$ cat config.mk
export PLATFORM = sky130hd
export DESIGN_NAME = ctrlseq
export DESIGN_NICKNAME = d
export VERILOG_FILES = /design/src/rtl/sync_pkg.sv /design/src/rtl/ctrlseq_cfgmux.sv /design/src/rtl/ctrlseq.sv
export SDC_FILE = /design/constraint.sdc
export NUM_CORES = 1
export LEC_CHECK = 0
export BUFFER_PORTS_ARGS = -buffer_cell sky130_fd_sc_hd__buf_4
export CAP_MARGIN = 20
export CORE_MARGIN = 2
export CORE_UTILIZATION = 40
export DETAILED_ROUTE_END_ITERATION = 10
export PLACE_DENSITY = 0.79
export SETUP_SLACK_MARGIN = 0.2
export SLEW_MARGIN = 0
export SYNTH_ARGS = -nofsm -noshare
export SYNTH_HDL_FRONTEND = slang
export SYNTH_SLANG_ARGS = --single-unit
$ cat constraint.sdc
create_clock -name clk -period 2.1 [get_ports clk]
set_input_delay 0.42 -clock clk [delete_from_list [all_inputs] [get_ports clk]]
set_output_delay 0.42 -clock clk [all_outputs]
set_load 0.02 [all_outputs]
$ cat src/rtl/sync_pkg.sv
// Shared definitions for the measurement sequencer: FSM encoding, default
// parameter values and the host address map.
package sync_pkg;

  typedef enum logic [1:0] {
    ST_IDLE = 2'd0,
    ST_ARM  = 2'd1,
    ST_MEAS = 2'd2,
    ST_DONE = 2'd3
  } state_e;

  localparam int DEF_DW   = 16;
  localparam int DEF_NSLV = 4;
  localparam int DEF_SAW  = 2;
  localparam int DEF_RW   = 8;
  localparam int DEF_TW   = 16;

  // Host address is {slave index, register index}; register field starts at bit 0.
  localparam int REG_LSB = 0;

  function automatic int addr_w(input int nslv, input int saw);
    return $clog2(nslv) + saw;
  endfunction

endpackage

$ cat src/rtl/ctrlseq_cfgmux.sv
// Host access path: slave address decode, write steering and registered read mux.
// Expects NSLV >= 2 so the slave-index field is at least one bit wide.
module ctrlseq_cfgmux
  import sync_pkg::*;
#(
  parameter int DW   = DEF_DW,
  parameter int NSLV = DEF_NSLV,
  parameter int SAW  = DEF_SAW,
  localparam int IW  = $clog2(NSLV),
  localparam int AW  = addr_w(NSLV, SAW)
) (
  input  logic               clk,
  input  logic               rst_n,
  input  logic               cfg_w_i,
  input  logic               cfg_r_i,
  input  logic [AW-1:0]      cfg_addr_i,
  input  logic [DW-1:0]      cfg_wdata_i,
  input  logic               idle_i,
  input  logic [NSLV*DW-1:0] slv_rdata_i,
  output logic [DW-1:0]      cfg_rdata_o,
  output logic               cfg_rvalid_o,
  output logic               cfg_err_o,
  output logic [NSLV-1:0]    slv_we_o,
  output logic [SAW-1:0]     slv_addr_o,
  output logic [DW-1:0]      slv_wdata_o
);

  logic [IW-1:0] sidx_s;
  logic          sel_ok_s;
  logic          err_s;
  logic [DW-1:0] rmux_s;
  logic [DW-1:0] rdata_q;
  logic          rvalid_q;
  logic          err_q;

  assign sidx_s      = cfg_addr_i[AW-1:SAW];
  assign sel_ok_s    = (int'(sidx_s) < NSLV);
  assign slv_addr_o  = cfg_addr_i[SAW-1+REG_LSB:REG_LSB];
  assign slv_wdata_o = cfg_wdata_i;

  // A simultaneous read wins over the write; writes are only legal while idle.
  assign err_s = (cfg_r_i & ~sel_ok_s) |
                 (cfg_w_i & (cfg_r_i | ~idle_i | ~sel_ok_s));

  always_comb begin
    rmux_s   = '0;
    slv_we_o = '0;
    for (int k = 0; k < NSLV; k++) begin
      if (sidx_s == IW'(k)) begin
        rmux_s      = slv_rdata_i[k*DW +: DW];
        slv_we_o[k] = cfg_w_i & ~cfg_r_i & idle_i;
      end else begin
        slv_we_o[k] = 1'b0;
      end
    end
  end

  always_ff @(posedge clk or negedge rst_n) begin
    if (!rst_n) begin
      rdata_q  <= '0;
      rvalid_q <= 1'b0;
      err_q    <= 1'b0;
    end else begin
      if (cfg_r_i) begin
        rdata_q <= rmux_s;
      end
      rvalid_q <= cfg_r_i;
      err_q    <= err_s;
    end
  end

  assign cfg_rdata_o  = rdata_q;
  assign cfg_rvalid_o = rvalid_q;
  assign cfg_err_o    = err_q;

endmodule

$ cat src/rtl/ctrlseq.sv
// Measurement sequencer: arms the sampler once per run, collects detector
// results, counts hits, enforces a per-run timeout and fronts the slave banks.
module ctrlseq
  import sync_pkg::*;
#(
  parameter int DW   = DEF_DW,
  parameter int NSLV = DEF_NSLV,
  parameter int SAW  = DEF_SAW,
  parameter int RW   = DEF_RW,
  parameter int TW   = DEF_TW,
  localparam int AW  = addr_w(NSLV, SAW)
) (
  input  logic               clk,
  input  logic               rst_n,
  input  logic               start_i,
  input  logic               abort_i,
  input  logic [RW-1:0]      run_cnt_i,
  input  logic [TW-1:0]      timeout_i,
  input  logic               cfg_w_i,
  input  logic               cfg_r_i,
  input  logic [AW-1:0]      cfg_addr_i,
  input  logic [DW-1:0]      cfg_wdata_i,
  output logic [DW-1:0]      cfg_rdata_o,
  output logic               cfg_rvalid_o,
  output logic               cfg_err_o,
  input  logic [NSLV*DW-1:0] slv_rdata_i,
  output logic [NSLV-1:0]    slv_we_o,
  output logic [SAW-1:0]     slv_addr_o,
  output logic [DW-1:0]      slv_wdata_o,
  output logic               sampler_start_o,
  input  logic               det_finish_i,
  input  logic               det_data_i,
  output logic               res_valid_o,
  output logic               res_data_o,
  output logic [RW-1:0]      res_idx_o,
  output logic [RW-1:0]      hit_cnt_o,
  output logic               busy_o,
  output logic               done_o,
  output logic               to_err_o
);

  state_e        state_q, state_d;
  logic [RW-1:0] run_cnt_q, run_cnt_d;
  logic [RW-1:0] run_idx_q, run_idx_d;
  logic [RW-1:0] res_idx_q, res_idx_d;
  logic [RW-1:0] hit_cnt_q, hit_cnt_d;
  logic [TW-1:0] tmo_q, tmo_d;
  logic [TW-1:0] tmr_q, tmr_d;
  logic          to_err_q, to_err_d;
  logic          res_valid_q, res_valid_d;
  logic          res_data_q, res_data_d;
  logic          last_run_s;
  logic          expire_s;

  // run_cnt of zero means free-running, so the wrap of run_idx+1 to zero must not end it.
  assign last_run_s = (run_cnt_q != '0) && ((run_idx_q + RW'(1)) == run_cnt_q);
  assign expire_s   = (tmo_q != '0) && (tmr_q == TW'(1));

  always_comb begin
    state_d     = state_q;
    run_cnt_d   = run_cnt_q;
    run_idx_d   = run_idx_q;
    res_idx_d   = res_idx_q;
    hit_cnt_d   = hit_cnt_q;
    tmo_d       = tmo_q;
    tmr_d       = tmr_q;
    to_err_d    = to_err_q;
    res_valid_d = 1'b0;
    res_data_d  = res_data_q;
    case (state_q)
      ST_IDLE: begin
        if (start_i) begin
          state_d    = ST_ARM;
          run_cnt_d  = run_cnt_i;
          tmo_d      = timeout_i;
          run_idx_d  = '0;
          res_idx_d  = '0;
          hit_cnt_d  = '0;
          to_err_d   = 1'b0;
          res_data_d = 1'b0;
        end else begin
          state_d = ST_IDLE;
        end
      end
      ST_ARM: begin
        if (abort_i) begin
          state_d = ST_IDLE;
        end else begin
          state_d = ST_MEAS;
          tmr_d   = tmo_q;
        end
      end
      ST_MEAS: begin
        // Priority: abort, then detector result, then timeout.
        if (abort_i) begin
          state_d = ST_IDLE;
        end else if (det_finish_i) begin
          res_valid_d = 1'b1;
          res_data_d  = det_data_i;
          res_idx_d   = run_idx_q;
          if (det_data_i && (hit_cnt_q != '1)) begin
            hit_cnt_d = hit_cnt_q + RW'(1);
          end else begin
            hit_cnt_d = hit_cnt_q;
          end
          if (last_run_s) begin
            state_d = ST_DONE;
          end else begin
            state_d   = ST_ARM;
            run_idx_d = run_idx_q + RW'(1);
          end
        end else if (expire_s) begin
          to_err_d = 1'b1;
          state_d  = ST_DONE;
        end else if (tmr_q != '0) begin
          tmr_d = tmr_q - TW'(1);
        end else begin
          tmr_d = tmr_q;
        end
      end
      ST_DONE: begin
        state_d = ST_IDLE;
      end
      default: begin
        state_d = ST_IDLE;
      end
    endcase
  end

  always_ff @(posedge clk or negedge rst_n) begin
    if (!rst_n) begin
      state_q     <= ST_IDLE;
      run_cnt_q   <= '0;
      run_idx_q   <= '0;
      res_idx_q   <= '0;
      hit_cnt_q   <= '0;
      tmo_q       <= '0;
      tmr_q       <= '0;
      to_err_q    <= 1'b0;
      res_valid_q <= 1'b0;
      res_data_q  <= 1'b0;
    end else begin
      state_q     <= state_d;
      run_cnt_q   <= run_cnt_d;
      run_idx_q   <= run_idx_d;
      res_idx_q   <= res_idx_d;
      hit_cnt_q   <= hit_cnt_d;
      tmo_q       <= tmo_d;
      tmr_q       <= tmr_d;
      to_err_q    <= to_err_d;
      res_valid_q <= res_valid_d;
      res_data_q  <= res_data_d;
    end
  end

  assign busy_o          = (state_q != ST_IDLE);
  assign sampler_start_o = (state_q == ST_ARM);
  assign done_o          = (state_q == ST_DONE);
  assign res_valid_o     = res_valid_q;
  assign res_data_o      = res_data_q;
  assign res_idx_o       = res_idx_q;
  assign hit_cnt_o       = hit_cnt_q;
  assign to_err_o        = to_err_q;

  ctrlseq_cfgmux #(
    .DW   (DW),
    .NSLV (NSLV),
    .SAW  (SAW)
  ) u_cfgmux (
    .clk          (clk),
    .rst_n        (rst_n),
    .cfg_w_i      (cfg_w_i),
    .cfg_r_i      (cfg_r_i),
    .cfg_addr_i   (cfg_addr_i),
    .cfg_wdata_i  (cfg_wdata_i),
    .idle_i       (state_q == ST_IDLE),
    .slv_rdata_i  (slv_rdata_i),
    .cfg_rdata_o  (cfg_rdata_o),
    .cfg_rvalid_o (cfg_rvalid_o),
    .cfg_err_o    (cfg_err_o),
    .slv_we_o     (slv_we_o),
    .slv_addr_o   (slv_addr_o),
    .slv_wdata_o  (slv_wdata_o)
  );

endmodule

======== Word level (Yosys, flattened, before mapping) ========
Cells that the tools add are included.
storage, ports and cells
  bits in registers ....................... 87
  input port bits ......................... 116
  output and inout bits ................... 62
  logic and storage cells ................. 103
cells by class
  add/sub/neg operators ................... 3
  eq/ne operators ......................... 20
  muxes and demuxes ....................... 44
  bitwise operators ....................... 6
  reduce and logical (&&, ||, !) cells .... 17
operator list
  cell                   count
  $mux 16                9
  $mux 8                 9
  $pmux 8 s2             3
  $pmux 16 s2            1
  $reduce_bool 16->1     2
  $ne 2x2->1 const B     10
  $add 8x1->8 const B    2
  $eq 16x1->1 const B    1
  $sub 16x1->16 const B  1
  $reduce_and 5->1       3
  $mux 1                 14
  $mux 2                 5
  $eq 2x2->1 const B     4
  $eq 8x8->1             1
  $ne 8x8->1 const B     1
  $pmux 2 s4             1
  $reduce_bool 8->1      1
  $reduce_and 6->1       1
  $reduce_bool 2->1      3
  $eq 2x1->1 const B     2
  $logic_not 2->1        2
  $ne 4x4->1 const B     1
  $pmux 1 s2             2
  $reduce_and 4->1       1
  5 further kinds        10

======== Longest topological paths before layout ========
  word-level depth ........................ 7
  mapped depth ............................ 9
  mapped depth without buffers ............ 8

======== Hierarchy ========
Synthesis repeated with hierarchy kept, for this count alone.
unflattened totals
  cells, all modules ...................... 491
  area, all modules ....................... 5021.1 um^2
modules (own cells, without submodules)
  module          times used  cells an instance  area an instance (um^2)  seq. area each (um^2)
  ctrlseq         1           371                3634.7                   1726.7
  ctrlseq_cfgmux  1           120                1386.3                   450.4

======== Worst setup path before layout ========
Ideal clock, no wire load.
  path type ............................... reg-to-reg
  start ................................... register run_idx_q[0]
  end ..................................... register run_idx_q[1]
  setup time .............................. 0.122 ns
  arrival time ............................ 2.101 ns
  path slack .............................. -0.122 ns
  cell stages (with the launch flop) ...... 9
  path buffers ............................ 1
  period minus slack after synthesis ...... 2.222 ns
  path through ............................ dfrtp_1 ha_1 xnor2_1 a32o_1 nor4_1 nand4_1 or2_1 buf_6 a32o_1
on the way
  word-level cells in the longest chain between the ends .. 5
  elaborated cells on any way between the ends .. 9
  those cells by class .................... 1 x add/sub; 2 x eq/ne; 4 x mux; 2 x reduce/logical
RTL lines
  what                                                             line                           text
  start, declared                                                  ctrlseq.sv:44                  logic [RW-1:0] run_idx_q, run_idx_d;
  start signal, assigned                                           ctrlseq.sv:145                 run_idx_q <= run_idx_d;
  $add 8x1->8 *                                                    ctrlseq.sv:56, ctrlseq.sv:110
  $eq 8x8->1 / $mux 8 (equally long branches)                      ctrlseq.sv:56, ctrlseq.sv:106
  $logic_and 1x1->1 / $mux 8 (equally long branches)               ctrlseq.sv:56, ctrlseq.sv:97
  $ne 2x2->1 (no line) / $mux 8 (equally long branches)            -
  $reduce_and 5->1 (no line) / $pmux 8 s2 (equally long branches)  -
Mark *: on every way between the ends. The rest lies on a longest branch, timed or not. The select of a mux whose other input is x is not followed.
A chain may end at the register's enable or synchronous reset.

======== Worst setup path in the final report ========
  start ................................... register run_idx_q[1]
  end ..................................... register run_idx_q[4]
The elaborated chain is that of the path after synthesis.

==> flow_results.xml <==
<?xml version="1.0" encoding="UTF-8"?>
<metrics>
  <group name="die">
    <metric name="effective_utilization_at_floorplan" unit="%">40.6</metric>
    <metric name="die_area" unit="sq mm">0.0130</metric>
    <metric name="coreArea" unit="sq mm">0.0119</metric>
    <metric name="ioPinCount" unit="">178</metric>
    <metric name="dieHeight" unit="um">114</metric>
    <metric name="die-width" unit="um">114</metric>
    <metric name="rows" unit="">40</metric>
  </group>
  <group name="route">
    <metric name="routed_wire_per_std_cell" unit="um">17.4</metric>
    <metric name="totalWireLength" unit="um">13000</metric>
    <metric name="final_antenna_net_count" unit="">0</metric>
    <metric name="viasPerCell" unit="">5.63</metric>
    <metric name="via_count" unit="">4209</metric>
    <metric name="iter_0_drt_violations" unit="">203</metric>
    <metric name="drc_errors" unit="">0</metric>
    <metric name="firstDrtPassIters" unit="">5</metric>
  </group>
  <group name="global_route">
    <metric name="overflow_after_grt" unit="">0</metric>
    <metric name="grt_pass1_vias" unit="">4414</metric>
    <metric name="initial_antenna_violation_count" unit="">0</metric>
    <metric name="grt_pass1_wl" unit="um">21000</metric>
    <metric name="grt_max_degree" unit="">37</metric>
    <metric name="grt_use_total" unit="%">20.3</metric>
  </group>
  <group name="clock_network">
    <metric name="clock_tree_from_tritoncts" unit="">done</metric>
    <metric name="clock_sinks" unit="">87</metric>
    <metric name="path_clk_slew" unit="ns">0.06</metric>
    <metric name="cts_hold_buf" unit="">0</metric>
    <metric name="cts-buffers-inserted" unit="">9</metric>
    <metric name="clock_tree.htree_level_count" unit="">3</metric>
    <metric name="root_buffer" unit="">clkbuf_16</metric>
    <metric name="clk-insertion-delay-late" unit="ns">0.34</metric>
    <metric name="cts_max_path_buffers" unit="">2</metric>
  </group>
  <group name="synth">
    <metric name="synth_area" unit="sq mm">0.00483</metric>
    <metric name="yosys_register_bits" unit="">87</metric>
    <metric name="ys.warnings.count" unit="">0</metric>
    <metric name="synth_compound_area_share" unit="%">13.2</metric>
    <metric name="postSynth.asyncResetShare" unit="%">100</metric>
    <metric name="synthesis.instances" unit="">451</metric>
    <metric name="synth_top_family_by_area" unit="">multiplexers</metric>
    <metric name="ys_dominant_reg_cell" unit="">dfrtp_1</metric>
    <metric name="synth_mux_area_share" unit="%">17.2</metric>
    <metric name="synth_nets" unit="">571</metric>
    <metric name="synth-edff-count" unit="">0</metric>
    <metric name="syn_avg_cell_area" unit="sq um">10.7</metric>
    <metric name="post_synth_xor_area_fraction" unit="%">3.08</metric>
    <metric name="yosys.area_share.simple" unit="%">14.0</metric>
    <metric name="synth-seq-area-share" unit="%">45.0</metric>
    <metric name="synthAdderAreaFrac" unit="%">1.04</metric>
    <metric name="synth_cell_type_count" unit="">53</metric>
  </group>
  <group name="layout">
    <metric name="antenna_cells_inserted" unit="">0</metric>
    <metric name="finish.instance_area" unit="sq mm">0.00670</metric>
    <metric name="drive_gt1_share" unit="%">49.6</metric>
    <metric name="area_delta_synth_final" unit="%">38.6</metric>
    <metric name="nNetsFinal" unit="">718</metric>
  </group>
  <group name="placement">
    <metric name="post-dp-hpwl" unit="um">9140</metric>
    <metric name="finalWeightedCongestion" unit="">0.881</metric>
    <metric name="post_place_cell_area" unit="sq mm">0.00608</metric>
    <metric name="port-buffer-count" unit="">141</metric>
  </group>
  <group name="worst_setup_path">
    <metric name="crit_path_max_fanout" unit="">8</metric>
    <metric name="r2r-end" unit="">run_idx_q[4]</metric>
    <metric name="endpoint_kind" unit="">flop</metric>
    <metric name="worstPathArrival" unit="ns">2.42</metric>
    <metric name="worst_setup_sp_type" unit="">flop</metric>
    <metric name="rrSetupSlack" unit="ns">-0.10</metric>
    <metric name="critical_path.endpoint" unit="">run_idx_q[4]</metric>
    <metric name="worst_r2r_startpoint" unit="">run_idx_q[1]</metric>
    <metric name="worstRegToRegCells" unit="">8</metric>
    <metric name="crit_required" unit="ns">2.32</metric>
    <metric name="timing.setup.critical_path_class" unit="">flop to flop</metric>
    <metric name="setup.worst_path.start" unit="">run_idx_q[1]</metric>
  </group>
  <group name="sta">
    <metric name="slew-limit-headroom" unit="%">61.7</metric>
    <metric name="timing.clock.skew" unit="ns">0.00825</metric>
    <metric name="setup_repair_after_global_routing_missed_its_margin" unit="">true</metric>
    <metric name="finalCritPeriodShare" unit="%">105</metric>
    <metric name="hold_viol_final" unit="">0</metric>
    <metric name="timing_max_transition_violations_final" unit="">0</metric>
    <metric name="worst_slew_pin_slew" unit="ns">0.574</metric>
    <metric name="whs" unit="ns">0.0418</metric>
    <metric name="final.min_clock_period" unit="ns">2.20</metric>
    <metric name="max_clock_freq" unit="MHz">454</metric>
    <metric name="setup_ws" unit="ns">-0.102</metric>
    <metric name="setup_viol_count_final" unit="">5</metric>
  </group>
  <group name="status">
    <metric name="outcome" unit="">complete, but fails checks</metric>
    <metric name="violations" unit="">setup timing</metric>
  </group>
  <group name="power">
    <metric name="power_per_cell_area" unit="mW/mm^2">864</metric>
    <metric name="leakage_power" unit="nW">2.98</metric>
    <metric name="irDropWorstVdd" unit="uV">516</metric>
  </group>
  <group name="worst_hold_path">
    <metric name="hold_class" unit="">input pin to async pin</metric>
  </group>
  <group name="job">
    <metric name="maxCapViolCount" unit="">0</metric>
  </group>
</metrics>
==> flip-flops by register name, summed over array words and instances, names as in the netlist, 2 cells and up <==
signal / cells
tmo_q: 16
tmr_q: 16
u_cfgmux.cfg_rdata_o: 16
hit_cnt_o: 8
res_idx_o: 8
run_cnt_q: 8
run_idx_q: 8
state_q: 2
==> worst min path at each step <==
| stage | from | endpoint | slack (ns) | cells past startpoint |
|---|---|---|---|---|
| 2_1_floorplan | rst_n | hit_cnt_o[0] | 0.12 | 0 |
| 3_3_place_gp | rst_n | res_valid_o | 0.41 | 1 |
| 3_5_place_dp | rst_n | res_idx_o[3] | 0.42 | 1 |
| 4_1_cts | rst_n | res_idx_o[1] | 0.05 | 1 |
| 5_1_grt | rst_n | res_idx_o[3] | 0.08 | 1 |
| 6_report | rst_n | res_idx_o[0] | 0.04 | 1 |
==> repair_timing <==
action | in CTS | in global routing
gates resized for setup | 26 | 21
cloned | 2 | 0
setup buffers | 14 | 1
hold endpoints to repair | 0 | 0
pin swaps | 14 | 9
endpoints found under the setup margin | 29 | 33
==> logic make-up after synthesis <==
| kind of cell | count (synthesis) |
|---|---|
| XOR/XNOR | 17 |
| AO/OA/AOI/OAI | 95 |
| buffers and inverters | 59 |
| AND/OR/NAND/NOR | 131 |
| adder cells (fa/ha/maj) | 4 |
| flip-flops | 87 |
| multiplexers | 58 |
==> per-layer routing <==
layer | share of wire, % | track usage (%) | wire [um]
met1 | 38 | 23.1 | 4950
met2 | 53 | 36.9 | 6920
met3 | 6.4 | 4.14 | 827
met4 | 2.2 | 8.37 | 289
met5 | 0 | 0 | 0
==> final cells by class <==
class	instances	area, sq um
repair buffers	182	1470
clock inverters	2	35.0
flip-flops and latches	87	2180
multi-input cells	305	2540
well taps	147	184
fillers	1002	5210
inverters	13	48.8
clock buffers	12	236
==> through the flow <==
| stage | cells | power [W] | worst slack, ns | utilization (%) | TNS [ns] |
|---|---|---|---|---|---|
| floorplan | 451 | 0.00340 | 0.0414 | - | 0 |
| global placement | 717 | 0.00393 | 0.0549 | 51.0 | 0 |
| detailed placement | 717 | 0.00400 | 0.00151 | 51.0 | 0 |
| CTS | 747 | 0.00575 | 0.00146 | 55.5 | 0 |
| global route | 748 | 0.00609 | -0.150 | 56.3 | -1.81 |
| finish | 748 | 0.00579 | -0.102 | 56.3 | -0.307 |
==> critical path: stages, from the launching register on <==
cell,delay (ns)
dfrtp_2,0.41
ha_4,0.19
buf_4,0.12
and2_1,0.11
o21ai_1,0.08
a211oi_1,0.29
nand4_1,0.23
or2_4,0.36
a32o_1,0.28
==> where the power goes <==
part | internal (W) | switching (W) | leakage, nW
clock | 0.000908 | 0.000616 | 0.132
sequential | 0.00204 | 0.000396 | 1.08
combinational | 0.000976 | 0.000857 | 1.77
==> cells in the final DEF (no fill, tap or decap), types with 8 or more instances in the layout <==
cell,instances
buf_4,169
xnor2_1,8
mux4_2,16
clkbuf_16,9
a22o_1,9
a21oi_1,21
buf_6,8
dfrtp_1,82
nor3_1,8
nand2_1,18
inv_1,11
nor2_1,37
o21ai_1,15
mux2_2,39
==> cell usage after synthesis, types with 2 or more instances <==
library cell / number / area, sq um
nor4_1: 11 / 68.8
mux2_2: 39 / 439
nor3_1: 9 / 45.0
ha_1: 4 / 50.1
mux2i_1: 3 / 30.0
mux4_2: 16 / 360
a31oi_1: 2 / 12.5
o22ai_1: 2 / 12.5
a22o_1: 9 / 78.8
xor2_1: 7 / 61.3
nand4_1: 4 / 25.0
buf_1: 2 / 7.51
a32oi_1: 2 / 17.5
nor3b_1: 4 / 30.0
nand2_1: 20 / 75.1
or2_2: 3 / 18.8
buf_2: 5 / 25.0
o211ai_1: 4 / 30.0
o22a_1: 3 / 26.3
and2_1: 6 / 37.5
nor2b_1: 3 / 18.8
a211oi_1: 4 / 30.0
inv_1: 13 / 48.8
nor2_1: 41 / 154
a22oi_1: 3 / 22.5
nand3_1: 9 / 45.0
or3_1: 3 / 18.8
a21oi_1: 23 / 115
o21ai_0: 8 / 40.0
o21a_1: 2 / 15.0
clkbuf_1: 18 / 67.6
and3_1: 7 / 43.8
xnor2_1: 10 / 87.6
a32o_1: 5 / 50.1
o21ai_1: 19 / 95.1
buf_6: 2 / 22.5
dfrtp_1: 87 / 2180
nand2b_1: 5 / 31.3
nand3b_1: 2 / 15.0
buf_4: 19 / 143
Power figures use the tool's default switching activity.
